### config.mk
export PLATFORM = sky130hd
export DESIGN_NAME = handshake_cond_br_buffered
export DESIGN_NICKNAME = d
export VERILOG_FILES = /design/src/rtl/handshake_cond_br_buffered_pkg.sv /design/src/rtl/handshake_fifo_1b.sv /design/src/rtl/handshake_cond_br_buffered.sv
export SDC_FILE = /design/constraint.sdc
export NUM_CORES = 1
export LEC_CHECK = 0
export ABC_AREA = 1
export CAP_MARGIN = 20
export CELL_PAD_IN_SITES_DETAIL_PLACEMENT = 1
export CELL_PAD_IN_SITES_GLOBAL_PLACEMENT = 1
export CORE_UTILIZATION = 32
export CTS_BUF_LIST = sky130_fd_sc_hd__clkbuf_8 sky130_fd_sc_hd__clkbuf_16
export DETAILED_ROUTE_END_ITERATION = 8
export PLACE_DENSITY_LB_ADDON = 0.05
export SETUP_SLACK_MARGIN = 0.15
export SLEW_MARGIN = 15
export SYNTH_ARGS = -nofsm -noshare
export SYNTH_HDL_FRONTEND = slang
export SYNTH_HIERARCHICAL = 1
export SYNTH_SLANG_ARGS = --single-unit
### constraint.sdc
create_clock -name clk -period 3.39 [get_ports clk]
set_input_delay 0.678 -clock clk [delete_from_list [all_inputs] [get_ports clk]]
set_output_delay 0.678 -clock clk [all_outputs]
set_load 0.05 [all_outputs]
### src/rtl/handshake_cond_br_buffered_pkg.sv
// Shared types and default sizes for the buffered conditional branch.
package handshake_cond_br_buffered_pkg;

    // Which successor the token in the output slot is headed for.
    typedef enum logic {
        DEST_FALSE = 1'b0,
        DEST_TRUE  = 1'b1
    } dest_e;

    localparam int DEFAULT_DATA_TYPE = 32;
    localparam int DEFAULT_DEPTH     = 4;

endpackage

### src/rtl/handshake_fifo_1b.sv
// Small valid/ready queue of 1-bit control tokens. Explicit pointer wrap lets
// DEPTH be any value >= 2. A pushed token shows up at the head one cycle later.
module handshake_fifo_1b #(
    parameter int DEPTH = 4
) (
    input  logic clk,
    input  logic rst,
    input  logic ins,
    input  logic ins_valid,
    output logic ins_ready,
    output logic outs,
    output logic outs_valid,
    input  logic outs_ready
);

    localparam int PW = (DEPTH > 1) ? $clog2(DEPTH) : 1;
    localparam int CW = $clog2(DEPTH + 1);

    logic [DEPTH-1:0] mem_q, mem_d;
    logic [PW-1:0]    wr_ptr_q, wr_ptr_d;
    logic [PW-1:0]    rd_ptr_q, rd_ptr_d;
    logic [CW-1:0]    count_q, count_d;
    logic             push;
    logic             pop;

    assign ins_ready  = (count_q != CW'(DEPTH));
    assign outs_valid = (count_q != '0);
    assign outs       = mem_q[rd_ptr_q];
    assign push       = ins_valid & ins_ready;
    assign pop        = outs_valid & outs_ready;

    // Next-state for storage, pointers and occupancy from this cycle's push/pop.
    always_comb begin
        mem_d    = mem_q;
        wr_ptr_d = wr_ptr_q;
        rd_ptr_d = rd_ptr_q;
        count_d  = count_q;
        if (push) begin
            mem_d[wr_ptr_q] = ins;
            wr_ptr_d = (wr_ptr_q == PW'(DEPTH - 1)) ? '0 : wr_ptr_q + PW'(1);
        end
        if (pop) begin
            rd_ptr_d = (rd_ptr_q == PW'(DEPTH - 1)) ? '0 : rd_ptr_q + PW'(1);
        end
        case ({push, pop})
            2'b10:   count_d = count_q + CW'(1);
            2'b01:   count_d = count_q - CW'(1);
            default: count_d = count_q;
        endcase
    end

    // State registers; active-low reset empties the queue.
    always_ff @(posedge clk or negedge rst) begin
        if (!rst) begin
            mem_q    <= '0;
            wr_ptr_q <= '0;
            rd_ptr_q <= '0;
            count_q  <= '0;
        end else begin
            mem_q    <= mem_d;
            wr_ptr_q <= wr_ptr_d;
            rd_ptr_q <= rd_ptr_d;
            count_q  <= count_d;
        end
    end

endmodule

### src/rtl/handshake_cond_br_buffered.sv
// Conditional branch: pairs each data token with a queued condition and steers
// it through a one-slot output register to the true or false successor.
module handshake_cond_br_buffered
    import handshake_cond_br_buffered_pkg::*;
#(
    parameter int DATA_TYPE = DEFAULT_DATA_TYPE,
    parameter int DEPTH     = DEFAULT_DEPTH
) (
    input  logic                 clk,
    input  logic                 rst,
    input  logic                 condition,
    input  logic                 condition_valid,
    output logic                 condition_ready,
    input  logic [DATA_TYPE-1:0] data,
    input  logic                 data_valid,
    output logic                 data_ready,
    output logic [DATA_TYPE-1:0] trueOut,
    output logic                 trueOut_valid,
    input  logic                 trueOut_ready,
    output logic [DATA_TYPE-1:0] falseOut,
    output logic                 falseOut_valid,
    input  logic                 falseOut_ready
);

    logic                 head;
    logic                 head_valid;
    logic                 drain;
    logic                 fire;

    logic                 out_full_q, out_full_d;
    dest_e                out_dest_q, out_dest_d;
    logic [DATA_TYPE-1:0] out_data_q, out_data_d;

    handshake_fifo_1b #(
        .DEPTH (DEPTH)
    ) u_cond_fifo (
        .clk        (clk),
        .rst        (rst),
        .ins        (condition),
        .ins_valid  (condition_valid),
        .ins_ready  (condition_ready),
        .outs       (head),
        .outs_valid (head_valid),
        .outs_ready (fire)
    );

    // The slot empties when the successor it targets takes the token; the
    // other successor's ready is irrelevant.
    assign drain = out_full_q &
                   ((out_dest_q == DEST_TRUE) ? trueOut_ready : falseOut_ready);

    // Data is only accepted once its condition is at the FIFO head and the slot
    // is free or emptying this cycle, which keeps one token per cycle flowing.
    assign data_ready = head_valid & (~out_full_q | drain);
    assign fire       = data_valid & data_ready;

    assign trueOut        = out_data_q;
    assign falseOut       = out_data_q;
    assign trueOut_valid  = out_full_q & (out_dest_q == DEST_TRUE);
    assign falseOut_valid = out_full_q & (out_dest_q == DEST_FALSE);

    // Output slot next-state: a fire (re)loads, a drain alone empties.
    always_comb begin
        out_full_d = out_full_q;
        out_dest_d = out_dest_q;
        out_data_d = out_data_q;
        if (fire) begin
            out_full_d = 1'b1;
            out_dest_d = dest_e'(head);
            out_data_d = data;
        end else if (drain) begin
            out_full_d = 1'b0;
        end
    end

    // Output slot registers; reset drops any held token.
    always_ff @(posedge clk or negedge rst) begin
        if (!rst) begin
            out_full_q <= 1'b0;
            out_dest_q <= DEST_FALSE;
            out_data_q <= '0;
        end else begin
            out_full_q <= out_full_d;
            out_dest_q <= out_dest_d;
            out_data_q <= out_data_d;
        end
    end

endmodule
==> results of run 1 <==
## kinds of logic (layout without fill, tap and decap cells)
logic type | count (synthesis) | in the layout
AND/OR/NAND/NOR | 147 | 147
buffers and inverters | 64 | 135
flip-flops | 45 | 45
adder cells (fa/ha/maj) | 7 | 7
AO/OA/AOI/OAI | 6 | 6
XOR/XNOR | 1 | 1
## cell usage in the layout, fill, tap and decap left out
master,n
a21oi_1,1
buf_16,1
buf_2,1
buf_4,5
bufinv_16,2
clkbuf_8,5
clkdlybuf4s50_1,104
clkinv_2,1
dfrtp_1,45
fa_1,1
ha_1,6
inv_1,16
nand2_1,94
nand2_2,2
nand3_1,3
nand3_2,4
nand3_4,2
nand4_1,38
nor2_1,1
nor2_2,1
o211ai_1,1
o21ai_0,2
o21ai_1,2
or2_2,2
xnor2_1,1
## worst reg2reg max path: stages (launching register included)
cell,delay (ps)
dfrtp_1,440
inv_1,70
nand2_1,80
nand3_4,230
nand3_4,100
inv_1,100
nand2_2,80
inv_1,80
ha_1,150
inv_1,70
fa_1,390
nand2_1,110
nand3_1,90
nand2_1,70
nand2_1,50
## flip-flops by register name, summed over array words and instances (netlist names)
register and count:
falseOut 32, u_cond_fifo/count_q 3, u_cond_fifo/mem_q 4, u_cond_fifo/rd_ptr_q 2
u_cond_fifo/wr_ptr_q 2, out_full_q 1, out_dest_q 1
## per-layer routing
| metal | vias to the layer above | track usage, % | wire length (µm) |
|---|---|---|---|
| met1 | 973 | 20.9 | 2780 |
| met4 | 0 | 4.40 | 65 |
| met3 | 5 | 3.26 | 340 |
| met2 | 60 | 27.1 | 2950 |
| li1 | 987 | - | - |
| met5 | - | 0 | 0 |
## metrics by stage
step	area, µm²	setup slack, ps	hold WS, ps	instances	utilization [%]
after floorplan	2380	1130	382	270	-
after global placement	3250	603	469	431	45.0
after detailed placement	3250	520	474	431	45.0
after CTS	3380	634	494	439	46.8
after global routing	3410	530	391	440	47.2
final	3410	654	359	440	47.2
## final timing paths
check	from	to	depth (start not counted)
max	trueOut_ready	data_ready	7
min	rst	falseOut[7]	1
max reg2reg	out_dest_q	u_cond_fifo/count_q[2]	14
min reg2reg	u_cond_fifo/mem_q[3]	u_cond_fifo/mem_q[3]	2
max in group asynchronous	rst	falseOut[17]	2
min in group clk	u_cond_fifo/mem_q[3]	u_cond_fifo/mem_q[3]	2
## layout make-up
cell class	count	area, µm²	area share, %
Clock buffer	5	68.8	2.02
Tap cell	99	124	3.64
Timing Repair Buffer	111	1110	32.6
Multi-Input combinational cell	161	852	25.0
Inverter	16	60.1	1.76
Clock inverter	3	65.1	1.91
Sequential cell	45	1130	33.1
==> run metrics, run 1 <==
total wire length between 6000 and 7000 µm; drt pass-1 iters 5; CTS tree built; syn avg cell area about 8.8 µm²; DR DRC count 0; # rows 31; worst-path fanout max 22; Synth Area in Compound Gates 1.37%; post-CTS setup repair buffer count 0; Setup crit end kind primary output; most common library cells after synthesis nand2_1 (94), dfrtp_1 (45), nand4_1 (38); slowest stage delay, CP approximately 450 ps; mux contribution to synthesized area 0%; diode count 0; worst setup path class input port to primary output; GRT overflow 0; die height between 80 and 90 µm; Post-Synth XOR/XNOR Area less than 1%; TritonCTS Buffers 5; Final nets approximately 390; setup TNS 0 ps; Critical Path RT roughly 2700 ps; crit start category input port; Final ANT Viol Nets 0; clock latency at the later pin of the worst-skew pair roughly 300 ps; flops & latches, synth between 40 and 50; Die Footprint between 7000 and 8000 µm²; post-synth cell types 22; Tcrit/Tclk final between 80% and 90%; HP Class input port to async pin; # clock sinks 45; GPL Wtd Cong approximately 0.73; CP cell instances clkdlybuf4s50_1 -> nand2_1 -> nand3_4 -> buf_4 -> nand2_1 -> inv_1 -> buf_4; Slew Viols, Final 0; fraction of layout cells with a size suffix above 1 under 10%; largest net degree at the start of global routing 46; clk_skew 10.5 ps; worst reg-to-reg setup slack 1210 ps; Slew @ Worst Pin ~560 ps; IO Pins about 110; DP HPWL roughly 4300 µm; CTS H-tree depth 2; Mapped Nets 316; number of global-route vias before repair roughly 2000; first-pass GRT wire length around 9600 µm; Final Critical Period 2740 ps; worst path arrival time ~2000 ps; # resized after CTS 0; Mapped Cells 270; Layout area overhead 43.2%; most numerous cell in the Yosys netlist nand2_1; Die Wd between 80 and 90 µm; synth warn 6; adder-cell share of the synthesized area 4.00%; initial antenna violation count 0; Synth Area in Simple Gates between 30% and 40%; Yosys top cell by area dfrtp_1; I/O Buffers 106; Hold Vio Cnt, Final 0; Starting Density approximately 33%; EDFF count, synth 0; Core Box Area between 7000 and 8000 µm²; Buf/Inv on CP 4; drt first-iter violations 73; main combinational cell family by area after synthesis simple AND/OR/NAND/NOR gates; vias post-DR around 2000; Clock Tree Buf Depth 2; achievable frequency around 370 MHz; drt via density about 4.6; CTS hold repair buffers 0; Max transition margin a little over three fifths; Yosys top cell area share a little under half; top cells by area, synth dfrtp_1 (47%), nand2_1 (15%), buf_4 (10%); Seq/Total Area, Yosys between 40% and 50%; Top delay family on crit path buffers and inverters; Slowest-stage cell, CP clkdlybuf4s50_1; RSZ-0062 raised after global routing false; CTS root buf clkbuf_8; outcome finished, final reports clean; CTS clk-pin slew, worst paths approximately 90 ps; gr usage total 16.0%; fillers 854; routed len/inst 13.9 µm; Syn Std Cell Area approximately 2400 µm²; endpoints failing setup 0; Top FF cell, synth dfrtp_1; ys async rst share 100%; max_cap viols 0
Power of run 1 is left out: the tool's default activity adds up to more than one toggle a clock period on the data nets, which glitch-free logic cannot reach.
==> run 2: changes to the inputs <==
--- a/config.mk
+++ b/config.mk
@@ -9,7 +9,7 @@
 export CAP_MARGIN = 20
 export CELL_PAD_IN_SITES_DETAIL_PLACEMENT = 1
 export CELL_PAD_IN_SITES_GLOBAL_PLACEMENT = 1
-export CORE_UTILIZATION = 32
+export CORE_UTILIZATION = 30
 export CTS_BUF_LIST = sky130_fd_sc_hd__clkbuf_8 sky130_fd_sc_hd__clkbuf_16
 export DETAILED_ROUTE_END_ITERATION = 8
 export PLACE_DENSITY_LB_ADDON = 0.05
==> constraint.sdc (replaced) <==
create_clock -name clk -period 2.86 [get_ports clk]
set_input_delay 0.572 -clock clk [delete_from_list [all_inputs] [get_ports clk]]
set_output_delay 0.572 -clock clk [all_outputs]
set_load 0.05 [all_outputs]
==> run metrics, run 2 (synthesis gave the netlist of run 1 again) <==
outcome finished, final reports clean; number of global-route vias before repair 1964; worst setup path class flip-flop to primary output; Layout area overhead 43.9%; IO Pins roughly 110; Core Box Area about 7700 µm²; fraction of layout cells with a size suffix above 1 8.16%; Final Core Density about 45%; wl on met1 approximately 2800 µm; area occupied by registers around 1100 µm²; drt pass-1 iters 5; DR top layer met4; CTS clk-pin slew, worst paths roughly 100 ps; CTS H-tree depth 2; slowest stage delay, CP about 410 ps; Die Footprint 8290 µm²; DP HPWL about 4400 µm; drt first-iter violations between 70 and 80; # rows 32; Hold Vio Cnt, Final 0; die height 91.0 µm; post-CTS setup repair buffer count 0; max reg flops 32; most frequent cells in the layout clkdlybuf4s50_1 (104), nand2_1 (94), dfrtp_1 (45); routed len/inst 14.0 µm; achievable frequency 406 MHz; Slowest-stage cell, CP buf_4; Die Wd 91.0 µm; DR DRC count 0; CTS root buf clkbuf_8; drt via density 4.60; HP Class input port to async pin; gr usage total 15.7%; Multi-input gate area between 800 and 900 µm²; Final Critical Period between 2000 and 2500 ps; worst path arrival time between 1500 and 2000 ps; endpoints failing setup 0; vias post-DR approximately 2000; first-pass GRT wire length about 10000 µm; RSZ-0062 raised after global routing false; Tcrit/Tclk final ~86%; Critical Path RT between 2000 and 2500 ps; diode count 0; initial antenna violation count 0; crit start category flip-flop; fillers 894; # clock sinks 45; Setup crit end kind primary output; Clock Tree Buf Depth 2; TritonCTS Buffers 5; GPL Wtd Cong between 0.7 and 0.8; CTS tree built; leading cell type in the layout, fill and taps excluded clkdlybuf4s50_1; clock latency at the later pin of the worst-skew pair roughly 310 ps; Max transition margin approximately 66%; setup TNS 0 ps; WL met3 slightly below 300 µm; met2 wire length 3040 µm; worst-path fanout max 29; Slew @ Worst Pin between 500 and 600 ps; Final ANT Viol Nets 0; I/O Buffers 106; CP cell instances inv_1 -> nand2_1 -> buf_4 -> nand2_1 -> inv_1 -> buf_12; largest net degree at the start of global routing 35; Starting Density a little under a third; Slew Viols, Final 0; max_cap viols 0; clk_skew between 10 and 15 ps; GRT overflow 0; # resized after CTS 0; Final nets slightly below 400; total wire length approximately 6200 µm; CTS hold repair buffers 0
[run 2: final timing paths]
| check | start | endpoint | slack (ps) | cells after the start |
|---|---|---|---|---|
| max in group asynchronous | rst | falseOut[4] | 2120 | 2 |
| worst max register to register | u_cond_fifo/count_q[2] | u_cond_fifo/count_q[2] | 680 | 13 |
| worst min register to register | u_cond_fifo/mem_q[2] | u_cond_fifo/mem_q[2] | 480 | 2 |
| min in group clk | u_cond_fifo/mem_q[2] | u_cond_fifo/mem_q[2] | 480 | 2 |
| worst max-delay path | u_cond_fifo/count_q[2] | data_ready | 390 | 6 |
| worst min-delay path | rst | falseOut[0] | 140 | 1 |
[run 2: routing by layer]
metal	global-route usage, %	vias to the layer above
met5	0	-
met4	3.57	0
met3	3.69	5
met2	26.6	60
met1	20.4	990
li1	-	990
[run 2: final cells by class]
cell class | count | share of cell area [%]
Sequential cell | 45 | 32.9
Timing Repair Buffer | 113 | 32.7
Multi-Input combinational cell | 161 | 24.9
Tap cell | 102 | 3.73
Clock buffer | 5 | 2.01
Clock inverter | 3 | 2.01
Inverter | 16 | 1.76
[run 2: through the flow]
stage          hold slack [ps]  setup WS, ps  cells  instance area [µm²]
6_report                   137           395    445                 3420
5_1_grt                    151           286    445                 3420
4_1_cts                    148           366    445                 3420
3_5_place_dp               470           273    437                 3280
3_3_place_gp               464           377    437                 3280
2_1_floorplan              276           709    270                 2380
[run 2: critical path: cells and delay by family, from the launching register on]
family,cells,cell delay (ps)
DFF,1,400
and+or+nand+nor,2,420
buffers and inverters,4,740
Power of run 2 is left out for the same reason.
==> run 3: changes to the inputs <==
==> constraint.sdc (replaced) <==
create_clock -name clk -period 2.3 [get_ports clk]
set_input_delay 0.46 -clock clk [delete_from_list [all_inputs] [get_ports clk]]
set_output_delay 0.46 -clock clk [all_outputs]
set_load 0.05 [all_outputs]
==> run metrics, run 3 (synthesis gave the netlist of run 1 again) <==
gr usage total 15.6%; die height around 91 µm; CTS tree built; initial antenna violation count 0; drt first-iter violations 79; launch point of the worst path falseOut[23]; Hold Vio Cnt, Final 0; vias post-DR between 2000 and 2500; achievable frequency between 500 and 600 MHz; clock latency at the later pin of the worst-skew pair ~300 ps; endpoints failing setup 0; number of global-route vias before repair 2068; CP cell instances clkdlybuf4s50_1; Critical Path RT about 1800 ps; DR DRC count 0; routed len/inst approximately 14 µm; DP HPWL between 4000 and 5000 µm; Die Wd 91.0 µm; Max transition margin approximately 66%; Layout area overhead 43.9%; Setup crit end kind primary output; Clock Tree Buf Depth 2; Slowest-stage cell, CP clkdlybuf4s50_1; fillers just over 900; GPL Wtd Cong 0.680; Tcrit/Tclk final approximately 86%; max reg flops 32; Final Critical Period 1990 ps; fraction of layout cells with a size suffix above 1 about a tenth; # clock sinks 45; # rows 32; drt via density ~4.6; Reg2Reg Launch Point u_cond_fifo/count_q[1]; Slew @ Worst Pin roughly 510 ps; I/O Buffers between 100 and 150; outcome finished, final reports clean; diode count 0; Core Box Area between 7000 and 8000 µm²; Final ANT Viol Nets 0; CTS root buf clkbuf_8; crit start category flip-flop; GRT overflow 0; max_cap viols 0; drt pass-1 iters 5; CTS H-tree depth 2; worst-path fanout max 3; fin cells ~450; TritonCTS Buffers 5; Top delay family on crit path buffers and inverters; Die Footprint about 8300 µm²; leading cell type in the layout, fill and taps excluded clkdlybuf4s50_1; IO Pins 107; total wire length just over 6000 µm; first-pass GRT wire length a little over 10000 µm; worst setup path class flip-flop to primary output; Final nets around 390; largest net degree at the start of global routing 46; slowest stage delay, CP 830 ps; Buf/Inv on CP 1; CTS clk-pin slew, worst paths approximately 100 ps; placed cells 441; post-CTS setup repair buffer count 0; clk_skew around 10 ps; HP Class input port to async pin; RSZ-0062 raised after global routing false; worst path arrival time ~1500 ps; Starting Density 30.9%; Slew Viols, Final 0; most frequent cells in the layout clkdlybuf4s50_1 (101), nand2_1 (92), dfrtp_1 (45)
run 3: path summary, 6_finish.rpt:
| kind | endpoint | slack (ps) | depth (start not counted) |
|---|---|---|---|
| worst min-delay path | falseOut[0] | 120 | 2 |
| worst min register to register | u_cond_fifo/mem_q[2] | 490 | 2 |
| max in group asynchronous | falseOut[18] | 1950 | 2 |
| worst max-delay path | falseOut[23] | 310 | 1 |
| min in group clk | u_cond_fifo/mem_q[2] | 490 | 2 |
| worst max register to register | u_cond_fifo/count_q[1] | 330 | 10 |
run 3: through the flow:
| stage | worst slack [ps] | setup TNS [ps] | cell area, µm² | hold slack (ps) | util, % |
|---|---|---|---|---|---|
| 6_report | 314 | 0 | 3420 | 123 | 44.5 |
| 5_1_grt | 164 | 0 | 3420 | 142 | 44.5 |
| 4_1_cts | 162 | 0 | 3410 | 129 | 44.4 |
| 3_5_place_dp | -87.1 | -87.1 | 3320 | 466 | 43.2 |
| 2_1_floorplan | 212 | 0 | 2380 | 164 | - |
| 3_3_place_gp | -8.84 | -8.84 | 3320 | 463 | 43.2 |
run 3: cell type report:
class                      instances  area [µm²]  area share (%)
clock buffer                       5        68.8            2.01
timing repair buffer             117        1160            33.9
inverter                          16        60.1            1.75
tap                              102         128            3.73
sequential                        45        1130            32.9
multi-input combinational        161         860            25.1
clock inverter                     3        21.3           0.621
run 3: layer usage:
layer	global-route usage, %	routed length [µm]
met4	3.17	28
met3	3.60	330
met5	0	0
met2	28.2	3130
met1	18.8	2740
run 3: timing repair:
action / CTS / global route
endpoints found under the setup margin: 1 / 4
hold buffers: 0 / 0
gates resized for setup: 1 / 4
Power of run 3 is left out for the same reason.
